==> src/rtl/rx_control_module.sv <==
// UART receive controller: start-bit qualification, 8-bit LSB-first capture, stop check.
// Build with RX_PARITY_EN defined for even-parity frames and the Parity_Err_Sig output.
module rx_control_module #(
    parameter int unsigned BPS_CNT = 434
) (
    input  logic       CLK,
    input  logic       RST_n,
    input  logic       H2L_Sig,
    input  logic       Rx_Pin_In,
    input  logic       Rx_En_Sig,
    output logic [7:0] Rx_Data,
`ifdef RX_PARITY_EN
    output logic       Rx_Done_Sig,
    output logic       Parity_Err_Sig
`else
    output logic       Rx_Done_Sig
`endif
);

    // state  | meaning
    // IDLE   | waiting for a start edge while enabled
    // START  | qualifying the start bit at mid-bit
    // DATA   | capturing 8 data bits, LSB first
    // PARITY | capturing the even-parity bit
    // STOP   | checking the stop bit at mid-bit
    // DONE   | byte delivered, done pulse high

    localparam logic [15:0] CNT_MAX = 16'(BPS_CNT - 1);
    localparam logic [15:0] CNT_MID = 16'(BPS_CNT / 2);

    typedef enum logic [2:0] {
        IDLE,
        START,
        DATA,
        PARITY,
        STOP,
        DONE
    } state_t;

    state_t      state;
    state_t      state_nxt;
    logic [15:0] cnt;
    logic [15:0] cnt_nxt;
    logic [2:0]  bit_idx;
    logic [7:0]  shift;
    logic        sample_pt;
    logic        bit_end;
    logic        stop_ok;

    assign sample_pt = (cnt == CNT_MID);
    assign bit_end   = (cnt == CNT_MAX);
    assign stop_ok   = (state == STOP) && sample_pt && Rx_Pin_In;

    always_comb begin
        state_nxt = state;
        case (state)
            IDLE: begin
                if (H2L_Sig && Rx_En_Sig) state_nxt = START;
            end
            START: begin
                if (sample_pt && Rx_Pin_In) state_nxt = IDLE;
                else if (bit_end)           state_nxt = DATA;
            end
            DATA: begin
`ifdef RX_PARITY_EN
                if (bit_end && (bit_idx == 3'd7)) state_nxt = PARITY;
`else
                if (bit_end && (bit_idx == 3'd7)) state_nxt = STOP;
`endif
            end
`ifdef RX_PARITY_EN
            PARITY: begin
                if (bit_end) state_nxt = STOP;
            end
`endif
            STOP: begin
                if (sample_pt) state_nxt = Rx_Pin_In ? DONE : IDLE;
            end
            DONE: state_nxt = IDLE;
            default: state_nxt = IDLE;
        endcase
    end

    // The counter restarts on every state change and every bit boundary.
    always_comb begin
        cnt_nxt = cnt + 16'd1;
        if ((state == IDLE) || (state_nxt != state) || bit_end) cnt_nxt = '0;
    end

    always_ff @(posedge CLK or negedge RST_n) begin
        if (!RST_n) begin
            state <= IDLE;
            cnt   <= '0;
        end else begin
            state <= state_nxt;
            cnt   <= cnt_nxt;
        end
    end

    always_ff @(posedge CLK or negedge RST_n) begin
        if (!RST_n) begin
            bit_idx     <= '0;
            shift       <= '0;
            Rx_Data     <= '0;
            Rx_Done_Sig <= 1'b0;
        end else begin
            if (state == IDLE)                 bit_idx <= '0;
            else if ((state == DATA) && bit_end) bit_idx <= bit_idx + 3'd1;
            if ((state == DATA) && sample_pt)  shift <= {Rx_Pin_In, shift[7:1]};
            // Outputs register on entry to DONE so they are valid during that cycle.
            Rx_Done_Sig <= stop_ok;
            if (stop_ok) Rx_Data <= shift;
        end
    end

`ifdef RX_PARITY_EN
    logic parity_bit;

    always_ff @(posedge CLK or negedge RST_n) begin
        if (!RST_n) begin
            parity_bit     <= 1'b0;
            Parity_Err_Sig <= 1'b0;
        end else begin
            if ((state == PARITY) && sample_pt) parity_bit <= Rx_Pin_In;
            Parity_Err_Sig <= stop_ok && ((^shift) ^ parity_bit);
        end
    end
`endif

endmodule

==> config.mk <==
export PLATFORM = sky130hd
export DESIGN_NAME = rx_control_module
export DESIGN_NICKNAME = d
export VERILOG_FILES = /design/src/rtl/rx_control_module.sv
export SDC_FILE = /design/constraint.sdc
export NUM_CORES = 1
export LEC_CHECK = 0
export CAP_MARGIN = 20
export CORE_UTILIZATION = 45
export CTS_BUF_LIST = sky130_fd_sc_hd__clkbuf_4
export CTS_CLUSTER_SIZE = 30
export DETAILED_ROUTE_END_ITERATION = 8
export PLACE_DENSITY = 0.67
export SKIP_LAST_GASP = 1
export SLEW_MARGIN = 20
export SYNTH_ARGS = -nofsm -noshare
export SYNTH_HDL_FRONTEND = slang
export SYNTH_SLANG_ARGS = --single-unit
==> constraint.sdc <==
create_clock -name CLK -period 4.1 [get_ports CLK]
set_input_delay 0.41 -clock CLK [delete_from_list [all_inputs] [get_ports CLK]]
set_output_delay 0.41 -clock CLK [all_outputs]
set_load 0.02 [all_outputs]
Yosys cells after proc, flatten, opt, wreduce, memory -nomap -nowiden
Index checks and enable logic that the tools add are counted.
- input bits: 5
- bits in registers: 39
- reductions and logical operators: 11
- mux-type cells: 10
- equal/unequal tests: 7
- add/subtract/negate cells: 2
- operators by type and width (cell ; count):
    3-bit 2-to-1 mux ; 8
    16-bit by 1-bit adder with 16-bit output, second input constant ; 1
    16-bit by 8-bit equality test with 1-bit output, second input constant ; 1
    16-bit by 9-bit equality test with 1-bit output, second input constant ; 1
    16-bit 2-to-1 mux ; 1
    3-bit case mux with 4 select lines ; 1
    1-bit logical AND ; 7
    3-bit equality test, second input constant ; 2
    3-bit by 1-bit adder with 3-bit output, second input constant ; 1
    3-bit by 1-bit equality test with 1-bit output, second input constant ; 1
    3-bit by 2-bit equality test with 1-bit output, second input constant ; 1
    3-bit logical NOT ; 1
    3-bit != test ; 1
    1-bit logical OR ; 2
    2-bit nonzero test ; 1

Depth between registers and ports, before layout
- depth after elaboration: 8
- gate-level depth with buffers: 8
- depth with buffers taken out: 7

Least setup slack after synthesis
Ideal clock, no wire load.
- path type: register to register
- start: register cnt[12]
- end: register shift[0]
- path slack: 2.162 ns
- path buffers: 0
- data arrival time: 1.813 ns
- data required time: 3.975 ns
- cell stages (with the launch flop): 6
- period minus slack after synthesis: 1.938 ns
- cell sequence: dfrtp_1 or4_4 nor3_2 nand2_1 nor2_4 mux2_2
- cells in the longest elaborated chain, start to end: 2
- RTL lines (element ; line ; text):
    from (decl) ; 42 ; logic [15:0] cnt;
    from (signal assigned) ; 96 ; cnt <= cnt_nxt;
    16-bit by 8-bit equality test with 1-bit output ; 50 ; assign sample_pt = (cnt == CNT_MID);
    1-bit logical AND ; 109 ; if ((state == DATA) && sample_pt) shift <= {Rx_Pin_In, shift[7:1]};
    to (signal assigned) ; 109 ;
    to (decl) ; 45 ; logic [7:0] shift;
No other way between the ends.
A chain may end at the register's enable or synchronous reset.

Worst setup path in the final report
- start: register cnt[12]
- end: register shift[1]
The elaborated chain is that of the path after synthesis.

==> impl_metrics.py <==
metrics = {
    "status": {
        "status": "complete, no violations",
    },
    "cells_and_area": {
        "layout_common_cells": "39 x dfrtp_1, 19 x nor2_1, 18 x nand2_1",
        "final_util_pct": 53.4,
        "syn_to_final_growth_pct": 12.8,
        "layout_commonest_cell": "dfrtp_1",
        "nets": 204,
        "nFillCells": 345,
        "seqCellArea_sq_um": 976,
        "multi_input_area_sq_um": 908,
        "drive_gt1_share_pct": 15.8,
        "diodes": 0,
    },
    "yosys": {
        "netlist_instances": 179,
        "syn_area_sq_um": 1920,
        "async_reset_ff_share_pct": 100,
        "yosys.area_share.simple_pct": 24.4,
        "synth-adder-area-share_pct": 2.60,
        "synth-edff-count": 0,
        "synth_xor_area_share_pct": 6.83,
        "synth_mux_area_share_pct": 9.37,
        "synth.ff_latch_count": 39,
        "syn_avg_cell_area_sq_um": 10.7,
        "synthFlopType": "dfrtp_1",
        "synth_top_family_by_area": "simple AND/OR/NAND/NOR gates",
        "ys_seq_area_share_pct": 50.7,
        "synth-compound-area-share_pct": 4.03,
        "syn-num-nets": 188,
        "ys_warn_count": 0,
        "synth_cell_types": 33,
    },
    "sta": {
        "worst_slew_pin_slew_ns": 0.849,
        "fin_crit_sh_pct": 53.0,
        "max_freq_mhz": 460,
        "rsz0062_at_grt": "false",
        "min_period_ns": 2.17,
        "finalHoldWorstSlack_ns": 0.151,
        "drv_slew": 0,
        "fin_skew_ns": 0.00992,
        "fin_setup_tns_ns": 0,
        "slew_headroom_pct": 43.4,
        "final-hold-violation-count": 0,
        "setup-violations-final": 0,
    },
    "clocking": {
        "numCtsBuffers": 5,
        "ctsHoldBuffers": 0,
        "post_cts_buffers": 0,
        "clock_path_buffers": 2,
        "clock-sinks": 39,
        "cts-root-buf": "clkbuf_4",
        "tritoncts": "yes",
        "clkTransAtPathRegs_ns": 0.12,
        "clk_latency_ns": 0.35,
        "htree_num_levels": 2,
        "cts_resized": 0,
    },
    "grt": {
        "grt_use_total_pct": 17.3,
        "grt_max_degree": 40,
        "grt_pass1_vias": 1229,
        "gr-total-overflow": 0,
        "grt_antenna_before_repair": 0,
        "grt_pass1_wl_mm": 5.62,
    },
    "floorplan": {
        "die_y_um": 67.4,
        "rows": 23,
        "pin_count": 14,
        "start_util_pct": 47.4,
        "die_w_um": 67.4,
        "dieArea_sq_um": 4540,
        "core_area_sq_um": 4060,
    },
    "pwr": {
        "leakage_uw": 0.00103,
        "pwr-share-clk_pct": 39.6,
        "combPwrFrac_pct": 1.8,
        "power_switching_uw": 140,
        "p_seq_share_pct": 58.6,
        "peakVddDrop_mv": 0.176,
        "power.total_uw": 656,
        "powerDensity_nw_per_um2": 303,
        "swShare_pct": 21.3,
        "p_int_uw": 516,
    },
    "route": {
        "ant_nets": 0,
        "vias_per_cell": 5.35,
        "first_pass_iters": 4,
        "wl_per_cell_um": 13.8,
        "wirelength_mm": 3.39,
        "drc_errors": 0,
        "initialDrtViolationCount": 81,
        "via_count": 1317,
    },
    "worst_setup_path": {
        "path_max_fanout": 8,
        "ff2ff_path_depth": 5,
        "critPathArrivalTime_ns": 2.41,
        "endpoint_kind": "flop",
        "critical_path_class": "flop to flop",
        "reg2reg_slack_ns": 1.93,
        "required_ns": 4.34,
        "setup.worst_path.start_class": "flop",
    },
    "place": {
        "buffer_ports.inserted": 13,
        "dp_hpwl_mm": 2.36,
        "gp_congestion": 0.840,
    },
    "hold_path": {
        "hold_class": "input port to asynchronous set/reset pin",
    },
    "job": {
        "cap_violations": 0,
    },
}
[Yosys cell counts (2+ instances only)]
library cell | instances | area [sq um]
inv_1 | 4 | 15.0
nor2_1 | 19 | 71.3
mux2_2 | 14 | 158
nand2b_1 | 3 | 18.8
nor3b_1 | 2 | 15.0
nor3_2 | 3 | 30.0
clkbuf_1 | 2 | 7.51
nand2_1 | 18 | 67.6
and4_1 | 2 | 17.5
and2_1 | 2 | 12.5
nand3_1 | 14 | 70.1
nor3_1 | 4 | 20.0
nor4_1 | 3 | 18.8
nand4b_1 | 2 | 17.5
xnor2_1 | 8 | 70.1
nand4_1 | 5 | 31.3
o21ai_0 | 6 | 30.0
o21ai_1 | 2 | 10.0
ha_1 | 4 | 50.1
mux2_1 | 2 | 22.5
dfrtp_1 | 39 | 976
and3_1 | 4 | 25.0
xor2_1 | 7 | 61.3
[stage by stage]
| stage | setup WS [ns] | instances | area (sq um) |
|---|---|---|---|
| 4_1_cts | 1.92 | 246 | 2170 |
| 3_5_place_dp | 1.67 | 238 | 2090 |
| 2_1_floorplan | 2.16 | 179 | 1920 |
| 5_1_grt | 1.79 | 246 | 2170 |
| 3_3_place_gp | 1.72 | 238 | 2090 |
| 6_report | 1.93 | 246 | 2170 |
[metal layers]
metal	global-route usage, %	wire (um)	vias to the layer above
li1	-	-	663
met1	22.3	1690	631
met2	26.9	1520	17
met3	5.57	120	6
met4	6.38	55	0
met5	0	0	-
[logic make-up (layout without fill, tap and decap cells)]
group | Yosys count | in the layout
buffers and inverters | 8 | 25
muxes | 16 | 16
and+or+nand+nor | 86 | 86
xor gates and xnor gates | 15 | 15
adders and majority gates | 4 | 4
AOI/OAI and AO/OA | 11 | 11
DFF | 39 | 39
[flip-flops by register name, summed over array words and instances (netlist names)]
signal       cells
Rx_Data          8
cnt             16
bit_idx          3
Rx_Done_Sig      1
shift            8
state            3
[final timing paths]
kind | end | start
worst min register to register | Rx_Data[5] | Rx_Data[5]
worst max-delay path | shift[1] | cnt[12]
min in group CLK | Rx_Data[5] | Rx_Data[5]
worst min-delay path | cnt[3] | RST_n
max in group asynchronous | cnt[14] | RST_n
worst max register to register | shift[1] | cnt[12]
[critical path, cell delays in order (launching register included)]
cell     delay, ns
dfrtp_1       0.44
or4_4         0.59
nor3_2        0.25
nand2_1       0.15
nor2_4        0.25
mux2_2        0.38
[layout make-up]
type | instances | share of cell area [%]
clock buffers | 5 | 1.73
clock inverters | 3 | 2.02
repair buffers | 13 | 5.77
flip-flops and latches | 39 | 45.0
inverters | 4 | 0.692
well taps | 50 | 2.89
multi-input cells | 132 | 41.9
[power groups by stage]
stage / registers [uW] / clock network [uW] / logic [uW]
finish: 385 / 260 / 11.9
global route: 385 / 282 / 13.9
CTS: 385 / 271 / 12.5
detailed placement: 392 / 0 / 12.6
global placement: 392 / 0 / 12.0
floorplan: 392 / 0 / 1.00
Power figures use the tool's default switching activity.
